$ cat config.mk
export PLATFORM = sky130hd
export DESIGN_NAME = manch_tx_ctrl_flat
export DESIGN_NICKNAME = d
export VERILOG_FILES = /design/src/rtl/manch_tx_ctrl_if.sv /design/src/rtl/manch_tx_ctrl.sv /design/src/flat_wrapper.sv
export SDC_FILE = /design/constraint.sdc
export NUM_CORES = 1
export LEC_CHECK = 0
export BUFFER_PORTS_ARGS = -buffer_cell sky130_fd_sc_hd__buf_2
export CORE_MARGIN = 2
export CORE_UTILIZATION = 45
export DETAILED_ROUTE_END_ITERATION = 8
export PLACE_DENSITY = 0.64
export SLEW_MARGIN = 20
export SYNTH_ARGS = -nofsm -noshare
export SYNTH_HDL_FRONTEND = slang
export SYNTH_SLANG_ARGS = --single-unit
export TNS_END_PERCENT = 100
$ cat constraint.sdc
create_clock -name clk -period 2.63 [get_ports clk]
set_input_delay 0.263 -clock clk [delete_from_list [all_inputs] [get_ports clk]]
set_output_delay 0.263 -clock clk [all_outputs]
set_load 0.1 [all_outputs]
$ cat src/rtl/manch_tx_ctrl_if.sv
// manch_tx_ctrl_if
// Byte stream feeding the Manchester frame sequencer.
//   s_data  : payload byte
//   s_valid : s_data/s_last valid
//   s_last  : final byte of the frame
//   s_ready : byte accepted on s_valid & s_ready at a rising clk edge
// master = packet source, slave = manch_tx_ctrl.
interface manch_tx_ctrl_if;
  logic [7:0] s_data;
  logic       s_valid;
  logic       s_last;
  logic       s_ready;

  modport master (output s_data, s_valid, s_last, input s_ready);
  modport slave  (input s_data, s_valid, s_last, output s_ready);
endinterface

$ cat src/rtl/manch_tx_ctrl.sv
// manch_tx_ctrl
// Frame sequencer for the Manchester transmit path. Each frame goes out as
// preamble (1,0,1,0...), SFD byte, payload bytes LSB first, then an idle gap.
// Line coding: tx_manch = bit ^ phase (phase 0 = first half-bit).
// Ports:
//   clk, rst : clock, asynchronous active-high reset
//   s        : byte stream (manch_tx_ctrl_if.slave)
//   tx_manch : Manchester line output (registered)
//   tx_en    : line-driver enable (registered)
//   busy     : not IDLE (registered)
//   underrun : one-cycle pulse when a frame is cut short for lack of data
// Build option: define MANCH_TX_PARITY_EN to append an even-parity bit after
// every payload byte.
module manch_tx_ctrl #(
  parameter int         CLK_FREQ      = 18_750_000,
  parameter int         BIT_RATE      = 115200,
  parameter int         PREAMBLE_BITS = 8,
  parameter logic [7:0] SFD           = 8'hD5,
  parameter int         GAP_BITS      = 2
) (
  input  logic           clk,
  input  logic           rst,
  manch_tx_ctrl_if.slave s,
  output logic           tx_manch,
  output logic           tx_en,
  output logic           busy,
  output logic           underrun
);
  localparam int HALF = CLK_FREQ / (2 * BIT_RATE);
  localparam int CW   = (HALF > 1) ? $clog2(HALF) : 1;
  localparam int MAXB = (PREAMBLE_BITS > 8) ?
                        ((PREAMBLE_BITS > GAP_BITS) ? PREAMBLE_BITS : GAP_BITS) :
                        ((GAP_BITS > 8) ? GAP_BITS : 8);
  localparam int BW   = $clog2(MAXB);

  typedef enum logic [2:0] {
    S_IDLE, S_PRE, S_SFD, S_DATA, S_GAP
`ifdef MANCH_TX_PARITY_EN
    , S_PAR
`endif
  } state_t;

  state_t          state, state_nxt;
  logic [CW-1:0]   cnt;
  logic            phase;
  logic [BW-1:0]   bit_idx;
  logic [7:0]      hold_data, shreg;
  logic            hold_last;
  logic            rdy_en;    // holds s_ready low for the first cycle after reset
  logic            active, tx_state, wrap, bit_end, last_end, accept_next, restart, cur_bit;

  assign active   = (state != S_IDLE);
  assign tx_state = active && (state != S_GAP);
  assign wrap     = active && (cnt == CW'(HALF - 1));
  assign bit_end  = wrap && phase;

  // Final cycle of the last bit belonging to a payload byte: NEXT decision point.
`ifdef MANCH_TX_PARITY_EN
  assign last_end = bit_end && (state == S_PAR);
`else
  assign last_end = bit_end && (state == S_DATA) && (bit_idx == BW'(7));
`endif

  // Decode of state/timer only; never looks at s_valid.
  assign s.s_ready   = ((state == S_IDLE) && rdy_en) || (last_end && !hold_last);
  assign accept_next = last_end && !hold_last && s.s_valid;
  // Back-to-back DATA keeps the same state, so the bit index restarts explicitly.
  assign restart     = (state_nxt != state) || accept_next;

  always_comb begin
    cur_bit = 1'b0;
    case (state)
      S_PRE:   cur_bit = ~bit_idx[0];
      S_SFD:   cur_bit = SFD[bit_idx[2:0]];
      S_DATA:  cur_bit = shreg[0];
`ifdef MANCH_TX_PARITY_EN
      S_PAR:   cur_bit = ^hold_data;
`endif
      default: cur_bit = 1'b0;
    endcase
  end

  always_comb begin
    state_nxt = state;
    case (state)
      S_IDLE: if (s.s_valid && s.s_ready) state_nxt = S_PRE;
      S_PRE:  if (bit_end && bit_idx == BW'(PREAMBLE_BITS - 1)) state_nxt = S_SFD;
      S_SFD:  if (bit_end && bit_idx == BW'(7)) state_nxt = S_DATA;
`ifdef MANCH_TX_PARITY_EN
      S_DATA: if (bit_end && bit_idx == BW'(7)) state_nxt = S_PAR;
      S_PAR:  if (bit_end) state_nxt = accept_next ? S_DATA : S_GAP;
`else
      S_DATA: if (bit_end && bit_idx == BW'(7)) state_nxt = accept_next ? S_DATA : S_GAP;
`endif
      S_GAP:  if (bit_end && bit_idx == BW'(GAP_BITS - 1)) state_nxt = S_IDLE;
      default: state_nxt = S_IDLE;
    endcase
  end

  always_ff @(posedge clk or posedge rst) begin
    if (rst) begin
      state     <= S_IDLE;
      cnt       <= '0;
      phase     <= 1'b0;
      bit_idx   <= '0;
      hold_data <= '0;
      hold_last <= 1'b0;
      shreg     <= '0;
      rdy_en    <= 1'b0;
      tx_manch  <= 1'b0;
      tx_en     <= 1'b0;
      busy      <= 1'b0;
      underrun  <= 1'b0;
    end else begin
      rdy_en <= 1'b1;
      state  <= state_nxt;

      // Timer idles at zero so every frame starts on a clean half-bit.
      if (!active) begin
        cnt   <= '0;
        phase <= 1'b0;
      end else begin
        cnt <= wrap ? '0 : cnt + 1'b1;
        if (wrap) phase <= ~phase;
      end

      if (restart)      bit_idx <= '0;
      else if (bit_end) bit_idx <= bit_idx + 1'b1;

      if (s.s_valid && s.s_ready) begin
        hold_data <= s.s_data;
        hold_last <= s.s_last;
      end

      if (accept_next)                            shreg <= s.s_data;
      else if (state == S_SFD && state_nxt == S_DATA) shreg <= hold_data;
      else if (state == S_DATA && bit_end)        shreg <= {1'b0, shreg[7:1]};

      tx_en    <= tx_state;
      tx_manch <= tx_state && (cur_bit ^ phase);
      busy     <= active;
      underrun <= last_end && !hold_last && !s.s_valid;
    end
  end
endmodule

$ cat src/flat_wrapper.sv
// flat-port wrapper written by rule: the top's interface ports become plain ports
module manch_tx_ctrl_flat 
#(
  parameter int         CLK_FREQ      = 18_750_000,
  parameter int         BIT_RATE      = 115200,
  parameter int         PREAMBLE_BITS = 8,
  parameter logic [7:0] SFD           = 8'hD5,
  parameter int         GAP_BITS      = 2
)
  (clk, rst, tx_manch, tx_en, busy, underrun, s_s_data, s_s_valid, s_s_last, s_s_ready);
  manch_tx_ctrl_if s_i ();
  input  logic clk;
  input  logic rst;
  output logic tx_manch;
  output logic tx_en;
  output logic busy;
  output logic underrun;
  input wire logic [$bits(s_i.s_data)-1:0] s_s_data;
  input wire logic [$bits(s_i.s_valid)-1:0] s_s_valid;
  input wire logic [$bits(s_i.s_last)-1:0] s_s_last;
  output wire logic [$bits(s_i.s_ready)-1:0] s_s_ready;
  assign s_i.s_data = s_s_data;
  assign s_i.s_valid = s_s_valid;
  assign s_i.s_last = s_s_last;
  assign s_s_ready = s_i.s_ready;
  manch_tx_ctrl #(.CLK_FREQ(CLK_FREQ), .BIT_RATE(BIT_RATE), .PREAMBLE_BITS(PREAMBLE_BITS), .SFD(SFD), .GAP_BITS(GAP_BITS)) u_core (.clk(clk), .rst(rst), .s(s_i), .tx_manch(tx_manch), .tx_en(tx_en), .busy(busy), .underrun(underrun));
endmodule
==> flow_metrics.py, run 1 <==
metrics = {
    "clock_tree": {
        "cts.sinks": 36,
        "clockBufferDepth": 2,
        "hold_buffers": 0,
        "clk_pin_slew_ns": 0.07,
        "h-tree-depth": 2,
        "numCtsBuffers": 5,
        "cts_setup_buffers": 0,
        "cts_root_buf": "clkbuf_8",
        "clock_latency_ns": 0.29,
        "cts_tree": "built",
    },
    "route": {
        "post_drt_wl_per_cell_um": 15.6,
        "vias_per_cell": 5.74,
        "drtIter0Drc": 89,
        "final_antenna_net_count": 0,
        "drt_wl_total_um": 3960,
        "num_vias": 1459,
        "drc": 0,
        "drt-pass1-iter-count": 4,
    },
    "min_path": {
        "holdCritPathClass": "input pin to async pin",
    },
    "finish": {
        "finalNetCount": 220,
        "area_growth_pct": 12.0,
        "diodes": 0,
        "finalNonFillerCells": 254,
        "fin_area_um2": 2130,
        "final_util_pct": 52.9,
        "layout-drive-gt1-share_pct": 20.6,
    },
    "setup_path": {
        "critical_path_arrival_ns": 2.17,
        "cp-end-kind": "output port",
        "required_ns": 2.37,
        "startpoint_type": "flop",
        "worstPathMaxFanout": 10,
        "worstSetupPathType": "flop to output port",
    },
    "timing": {
        "max_freq_mhz": 410,
        "hold_violations": 0,
        "fin_tns_setup_ns": 0,
        "timing.final.crit_share_pct": 92.7,
        "post-route-min-period_ns": 2.44,
        "grt_setup_unrepaired": "no",
        "fin_skew_ns": 0.00783,
        "setup_slack_ns": 0.192,
        "drv_slew": 0,
        "setup_viol": 0,
    },
    "yosys": {
        "synth_edf_count": 0,
        "synth_mux_area_share_pct": 6.38,
        "ys.flop_type": "dfrtp_1",
        "synth_xor_area_share_pct": 2.76,
        "avgSynthCellArea_um2": 10.4,
        "ys_ff_latch": 36,
        "synthAdderAreaFrac_pct": 3.29,
        "ys_seq_area_share_pct": 47.3,
        "yosys_warnings": 0,
        "ys_types": 43,
        "synth_top_family_by_area": "compound AO/OA/AOI/OAI gates",
        "async_flop_share_pct": 100,
        "synth.net_count": 200,
        "synth_area_um2": 1900,
        "synth-compound-area-share_pct": 17.7,
        "synth_cells": 183,
        "synth-simple-area-share_pct": 17.6,
    },
    "run": {
        "maxCapViolations": 0,
    },
    "grt": {
        "grt_pass1_vias": 1530,
        "antenna_found_initial": 0,
        "grt_pass1_wl_um": 7110,
        "grt_start_max_net_pins": 37,
        "track_usage_pct": 18.5,
        "grt_overflow": 0,
    },
    "floorplanning": {
        "coreArea_um2": 4030,
        "die-area_um2": 4770,
        "ioPinCount": 17,
        "die_y_um": 69.0,
        "initial_utilization_pct": 47.2,
        "die_w_um": 69.0,
        "rows": 23,
    },
    "placed_design": {
        "portBuffers": 16,
        "hpwl_um": 2730,
        "dp.cells": 246,
        "globalplace.congestion": 0.837,
        "pre_cts_slack_ns": 0.288,
        "post_dp_cell_area_um2": 2040,
    },
    "run_status": {
        "status": "completed",
    },
    "pwr": {
        "leakage_nw": 0.954,
        "peakVddDrop_uv": 412,
        "powerDensity_nw_per_um2": 726,
    },
}
[cell families after synthesis]
logic type	Yosys count
AOI/OAI and AO/OA	49
xor gates and xnor gates	6
adders and majority gates	5
buffers and inverters	19
DFF	36
muxes	11
other	1
and+or+nand+nor	56
[layout make-up]
type	count	area (um2)
repair buffers	22	128
fillers	373	1900
multi-input cells	128	913
inverters	10	37.5
clock buffers	8	90.1
flip-flops and latches	36	901
well taps	50	62.6
[stage by stage]
stage               total power [mW]  hold WS [ns]
floorplan                       1.06         0.336
global placement                1.14         0.378
detailed placement              1.16         0.392
CTS                             1.56        0.0758
global route                    1.65         0.118
finish                          1.55        0.0667
[layer usage]
metal  routed length, um  share of wire (%)  up-vias  GRT usage, %
li1                    -                  -      701             -
met1                1740                 44      720          22.1
met2                2000                 51       30          31.4
met3                 133                3.4        8          4.97
met4                  79                2.0        0          8.06
met5                   0                  0        -             0
[layout by cell type, fill, tap and decap left out, drive strengths merged, types with 2 or more instances in the layout]
master	count
buf	22
mux2	9
nor2	18
a22o	2
nor2b	2
dfrtp	36
clkbuf	8
o21ai	13
inv	10
and2	3
a21oi	5
xor2	2
nor3b	2
nor4b	2
nand4	4
nand3	7
o31ai	8
mux2i	2
ha	5
a21o	7
nand2	4
xnor2	4
a22oi	7
and4	2
nor3	4
and3	2
[path summary, 6_finish.rpt]
kind	startpoint	end	slack, ns	cells past startpoint
max	u_core.bit_idx[0]$_DFFE_PP0P_	s_s_ready	0.19	6
min	rst	u_core.shreg[1]$_DFFE_PP0P_	0.07	3
max reg2reg	u_core.bit_idx[0]$_DFFE_PP0P_	u_core.hold_data[7]$_DFFE_PP0P_	0.50	6
min reg2reg	u_core.cnt[0]$_DFF_PP0_	u_core.cnt[0]$_DFF_PP0_	0.49	1
max in group asynchronous	rst	u_core.cnt[5]$_DFF_PP0_	2.25	3
min in group clk	s_s_valid	u_core.underrun$_DFF_PP0_	0.20	2
[state kept, by name, summed over array words and instances, names as in the netlist]
name,cells
u_core.bit_idx,3
u_core.busy,1
u_core.cnt,7
u_core.hold_data,8
u_core.hold_last,1
u_core.phase,1
u_core.rdy_en,1
u_core.shreg,8
u_core.state,3
u_core.tx_en,1
u_core.tx_manch,1
u_core.underrun,1
[critical path, stage by stage, from the launching register on]
cell and delay (ns):
dfrtp_1 0.43, ha_1 0.22, ha_1 0.22, and4_1 0.23, and3_2 0.29, a32o_1 0.28
buf_4 0.23
[cells in the mapped netlist (3+ instances only)]
| library cell | instances | area, um2 |
|---|---|---|
| xnor2_1 | 4 | 35.0 |
| a21oi_1 | 5 | 25.0 |
| dfrtp_1 | 36 | 901 |
| nand3_1 | 7 | 35.0 |
| and2_1 | 3 | 18.8 |
| o21ai_0 | 12 | 60.1 |
| nor2_1 | 18 | 67.6 |
| inv_1 | 10 | 37.5 |
| nor3_1 | 4 | 20.0 |
| a21o_1 | 7 | 52.6 |
| nand4_1 | 4 | 25.0 |
| nand2_1 | 4 | 15.0 |
| o31ai_1 | 8 | 60.1 |
| clkbuf_1 | 4 | 15.0 |
| ha_1 | 5 | 62.6 |
| mux2_2 | 9 | 101 |
| a22oi_1 | 7 | 52.6 |
| buf_2 | 3 | 15.0 |
[timing repair]
| item | in CTS | in global routing |
|---|---|---|
| endpoints found under the hold margin | 0 | 0 |
| endpoints found under the setup margin | 1 | 1 |
| pin swaps | 0 | 0 |
| resized for setup | 1 | 1 |
[power by group]
part	internal, mW	total [mW]	switching [mW]
Combinational	0.160	0.378	0.218
Sequential	0.665	0.769	0.104
Clock	0.214	0.400	0.187
Total	1.04	1.55	0.509
Note: power is estimated with default switching activity, not from simulation.
==> run 2, diff against run 1 <==
- CELL_PAD_IN_SITES_DETAIL_PLACEMENT: unset -> 1
- CELL_PAD_IN_SITES_GLOBAL_PLACEMENT: unset -> 1
- PLACE_DENSITY: 0.64 -> 0.78
==> run 2 against run 1 <==
  * Final area down 0.53%
  * Largest cell class unchanged
  * Sequential share of layout area grew 0.22 points
  * Utilization decreased by 0.28 points
==> flow_metrics.py, run 2 (same netlist as run 1, synthesis figures left out) <==
metrics = {
    "clock_tree": {
        "cts_setup_buffers": 0,
        "cts_tree": "built",
        "clk_pin_slew_ns": 0.07,
        "clockBufferDepth": 2,
        "h-tree-depth": 2,
        "ctsResizeCount": 0,
        "cts.sinks": 36,
        "hold_buffers": 0,
        "cts_root_buf": "clkbuf_8",
        "numCtsBuffers": 5,
        "clock_latency_ns": 0.28,
    },
    "setup_path": {
        "critical_path_arrival_ns": 2.15,
        "worstSetupPathType": "flop to output port",
        "startpoint": "u_core.bit_idx[0]$_DFFE_PP0P_",
        "required_ns": 2.37,
        "r2r_cells": 6,
        "reg2reg_from": "u_core.bit_idx[0]$_DFFE_PP0P_",
        "worstPathMaxFanout": 4,
        "r2r-end": "u_core.hold_data[6]$_DFFE_PP0P_",
        "endpoint": "s_s_ready",
        "r2r_slack_ns": 0.47,
        "startpoint_type": "flop",
        "cp-end-kind": "output port",
    },
    "grt": {
        "grt_pass1_wl_um": 7890,
        "antenna_found_initial": 0,
        "grt_start_max_net_pins": 37,
        "grt_overflow": 0,
        "grt_pass1_vias": 1592,
        "track_usage_pct": 20.5,
    },
    "placed_design": {
        "hpwl_um": 3150,
        "portBuffers": 16,
        "globalplace.congestion": 0.892,
        "dp.cells": 245,
        "post_dp_cell_area_um2": 2030,
    },
    "finish": {
        "layout-drive-gt1-share_pct": 19.7,
        "finalNetCount": 219,
        "layout_commonest_cell": "dfrtp_1",
        "final_util_pct": 52.6,
        "mostFrequentLayoutCells": "dfrtp_1 (36), nor2_1 (18), buf_2 (16), o21ai_0 (12), inv_1 (10)",
        "top_regs": "u_core.hold_data x8, u_core.shreg x8, u_core.cnt x7",
        "fin_area_um2": 2120,
        "finalNonFillerCells": 253,
        "fillers": 465,
        "diodes": 0,
        "area_growth_pct": 11.4,
    },
    "floorplanning": {
        "die_w_um": 69.0,
        "rows": 23,
        "die-area_um2": 4770,
        "initial_utilization_pct": 47.2,
        "ioPinCount": 17,
        "die_y_um": 69.0,
        "coreArea_um2": 4030,
    },
    "timing": {
        "timing.final.crit_share_pct": 91.7,
        "setup_viol": 0,
        "max_freq_mhz": 415,
        "hold_violations": 0,
        "post-route-min-period_ns": 2.41,
        "fin_skew_ns": 0.00220,
        "grt_setup_unrepaired": "no",
        "drv_slew": 0,
        "fin_tns_setup_ns": 0,
        "hold_ws_ns": 0.0663,
    },
    "route": {
        "drc": 0,
        "final_antenna_net_count": 0,
        "post_drt_wl_per_cell_um": 17.2,
        "vias_per_cell": 5.86,
        "num_vias": 1483,
        "drt_wl_total_um": 4350,
        "drtIter0Drc": 124,
        "drt-pass1-iter-count": 4,
    },
    "min_path": {
        "holdCritPathClass": "input pin to async pin",
    },
    "pwr": {
        "leakage_nw": 0.949,
        "powerDensity_nw_per_um2": 735,
        "peakVddDrop_uv": 344,
    },
    "run": {
        "maxCapViolations": 0,
    },
    "run_status": {
        "status": "completed",
    },
}
-- run 2: cell count changes in the layout (fill, tap and decap cells not counted), sizes merged --
cell	before	now
buf	22	21
-- run 2: critical path, cell delays in order, from the launching register on --
cell	delay, ns
dfrtp_1	0.41
ha_1	0.19
ha_1	0.20
and4_1	0.26
and3_1	0.20
a32o_1	0.18
buf_2	0.43
-- run 2: area by class of cell --
class                      count  area (um2)  area share (%)
sequential                    36         901            42.5
timing repair buffer          21         118            5.55
tap                           50        62.6            2.95
inverter                      10        37.5            1.77
clock buffer                   8        90.1            4.25
multi-input combinational    128         912            43.0
-- run 2: per-stage QoR --
step                      setup WS [ns]  total power [mW]
after floorplan                   0.178              1.06
after global placement            0.570              1.14
after detailed placement          0.492              1.17
after CTS                         0.212              1.58
after global routing              0.126              1.67
final                             0.218              1.56
-- run 2: power by group --
part / total (mW) / leakage, nW / switching (mW) / internal, mW
clock: 0.398 / 0.0455 / 0.185 / 0.214
sequential: 0.770 / 0.421 / 0.105 / 0.665
combinational: 0.391 / 0.482 / 0.231 / 0.160
-- run 2: routing by layer --
layer	GRT usage, %	vias up	part of all wire, %
li1	-	705	-
met3	4.82	5	2.0
met2	34.3	13	52
met5	0	-	0
met1	26.7	760	45
met4	5.88	0	0.97
-- run 2: worst min path at each step --
| stage | startpoint | end | slack (ns) | depth (start not counted) |
|---|---|---|---|---|
| after global routing | rst | u_core.hold_data[6]$_DFFE_PP0P_ | 0.12 | 3 |
| after detailed placement | rst | u_core.hold_data[6]$_DFFE_PP0P_ | 0.40 | 3 |
| final | rst | u_core.hold_data[6]$_DFFE_PP0P_ | 0.07 | 3 |
| after floorplan | s_s_valid | u_core.underrun$_DFF_PP0_ | 0.34 | 1 |
| after CTS | rst | u_core.hold_data[6]$_DFFE_PP0P_ | 0.09 | 3 |
| after global placement | rst | u_core.hold_data[7]$_DFFE_PP0P_ | 0.38 | 3 |
==> run 3, diff against run 2 <==
==> constraint.sdc (replaced) <==
create_clock -name clk -period 2.63 [get_ports clk]
set_input_delay 0.526 -clock clk [delete_from_list [all_inputs] [get_ports clk]]
set_output_delay 0.526 -clock clk [all_outputs]
set_load 0.1 [all_outputs]
==> run 3 against run 2 <==
  * Sequential power is essentially flat
  * Fmax shrank 4.1%
  * Cell count is the same
  * Combinational power is essentially flat
  * Final area grew 1.4%
  * Non-clock buffer count grew 1
  * Register-to-register slack lost 0.05 ns
  * Clock skew grew 0.0069 ns
  * Power grew 1.7%
  * Clock-buffer cell count shrank 1
==> flow_metrics.py, run 3 (same netlist as run 1, synthesis figures left out) <==
metrics = {
    "run_status": {
        "status": "completed",
    },
    "floorplanning": {
        "die_w_um": 69.0,
        "die-area_um2": 4770,
        "initial_utilization_pct": 47.2,
        "rows": 23,
        "die_y_um": 69.0,
        "coreArea_um2": 4030,
        "ioPinCount": 17,
    },
    "finish": {
        "layout_commonest_cell": "dfrtp_1",
        "finalNetCount": 220,
        "finalNonFillerCells": 253,
        "area_growth_pct": 13.0,
        "mostFrequentLayoutCells": "dfrtp_1 (36), nor2_1 (18), buf_2 (15), o21ai_0 (12), inv_1 (10)",
        "final_util_pct": 53.4,
        "top_regs": "u_core.hold_data x8, u_core.shreg x8, u_core.cnt x7",
        "fillers": 469,
        "diodes": 0,
        "layout-drive-gt1-share_pct": 21.2,
        "fin_area_um2": 2150,
    },
    "route": {
        "drt-pass1-iter-count": 4,
        "drt_wl_total_um": 4450,
        "drtIter0Drc": 90,
        "num_vias": 1458,
        "post_drt_wl_per_cell_um": 17.6,
        "drc": 0,
        "final_antenna_net_count": 0,
        "vias_per_cell": 5.76,
    },
    "timing": {
        "setup_viol": 0,
        "worstMarginPinSlew_ns": 0.536,
        "drv_slew": 0,
        "max_freq_mhz": 398,
        "timing.final.crit_share_pct": 95.6,
        "hold_violations": 0,
        "post-route-min-period_ns": 2.52,
        "fin_skew_ns": 0.00906,
        "fin_tns_setup_ns": 0,
        "maxSlewHeadroom_pct": 64.0,
    },
    "setup_path": {
        "required_ns": 2.10,
        "critical_path_arrival_ns": 1.99,
        "r2r_cells": 4,
        "worstSetupPathType": "flop to output port",
        "cp-end-kind": "output port",
        "worstPathMaxFanout": 4,
        "startpoint_type": "flop",
        "r2r_slack_ns": 0.42,
        "startpoint": "u_core.bit_idx[0]$_DFFE_PP0P_",
        "reg2reg_from": "u_core.cnt[3]$_DFF_PP0_",
    },
    "placed_design": {
        "hpwl_um": 3240,
        "portBuffers": 16,
        "dp.cells": 245,
        "globalplace.congestion": 0.859,
        "post_dp_cell_area_um2": 2050,
    },
    "pwr": {
        "powerDensity_nw_per_um2": 737,
        "p_int_mw": 1.06,
        "p_switching_mw": 0.523,
        "clkPwrFrac_pct": 26.7,
        "pwr-share-comb_pct": 24.6,
        "switching_share_pct": 33.0,
        "seqPwrFrac_pct": 48.6,
        "leakage_nw": 0.968,
        "peakVddDrop_uv": 446,
    },
    "clock_tree": {
        "numCtsBuffers": 5,
        "clk_pin_slew_ns": 0.07,
        "ctsResizeCount": 0,
        "clockBufferDepth": 2,
        "cts.sinks": 36,
        "cts_root_buf": "clkbuf_8",
        "cts_tree": "built",
        "clock_latency_ns": 0.29,
        "h-tree-depth": 2,
    },
    "grt": {
        "grt_overflow": 0,
        "grt_pass1_vias": 1662,
        "grt_pass1_wl_um": 7800,
        "track_usage_pct": 20.3,
        "antenna_found_initial": 0,
        "grt_start_max_net_pins": 37,
    },
    "min_path": {
        "holdCritPathClass": "input pin to async pin",
    },
    "run": {
        "maxCapViolations": 0,
    },
}
[run 3: cell types whose count changed in the layout (fill, tap and decap cells not counted), sizes merged]
cell    change
buf         +1
clkbuf      -1
[run 3: stage by stage]
| step | hold WS, ns | worst slack [ns] | total power, mW |
|---|---|---|---|
| floorplan | 0.447 | 0.187 | 1.06 |
| global placement | 0.469 | 0.449 | 1.15 |
| detailed placement | 0.479 | 0.410 | 1.18 |
| CTS | 0.346 | 0.0872 | 1.60 |
| global route | 0.373 | -0.0182 | 1.69 |
| finish | 0.328 | 0.115 | 1.59 |
[run 3: per-layer routing]
layer | vias up | routed length, um | GRT usage [%]
li1 | 705 | - | -
met1 | 724 | 1950 | 25.2
met2 | 19 | 2300 | 34.2
met3 | 10 | 125 | 5.26
met4 | 0 | 74 | 7.41
met5 | - | 0 | 0
[run 3: cell type report]
class | count | area, um2 | area share (%)
Tap cell | 50 | 62.6 | 2.91
Clock buffer | 7 | 96.3 | 4.48
Sequential cell | 36 | 901 | 41.9
Multi-Input combinational cell | 128 | 913 | 42.5
Inverter | 10 | 37.5 | 1.75
Timing Repair Buffer | 22 | 140 | 6.52
[run 3: critical path, stage by stage, from the launching register on]
cell and delay (ns):
dfrtp_1 0.42, ha_1 0.22, ha_1 0.20, and4_1 0.22, and3_1 0.19, a32o_2 0.28
buf_12 0.17
[run 3: timing repair]
| action | in CTS | in global routing |
|---|---|---|
| setup buffers | 0 | 1 |
| hold buffers | 0 | 0 |
| endpoints found under the setup margin | 0 | 1 |
[run 3: power groups by stage]
stage | combinational, mW | sequential [mW] | clock [mW]
floorplan | 0.263 | 0.801 | 0
global placement | 0.378 | 0.770 | 0
detailed placement | 0.395 | 0.781 | 0
CTS | 0.397 | 0.772 | 0.435
global route | 0.439 | 0.789 | 0.457
finish | 0.390 | 0.771 | 0.424
[run 3: worst paths after layout]
path / endpoint
hold / removal: u_core.underrun$_DFF_PP0_
setup reg to reg: u_core.bit_idx[1]$_DFFE_PP0P_
setup / recovery: s_s_ready
min in group clk: u_core.underrun$_DFF_PP0_
max in group asynchronous: u_core.hold_data[5]$_DFFE_PP0P_
hold reg to reg: u_core.cnt[0]$_DFF_PP0_
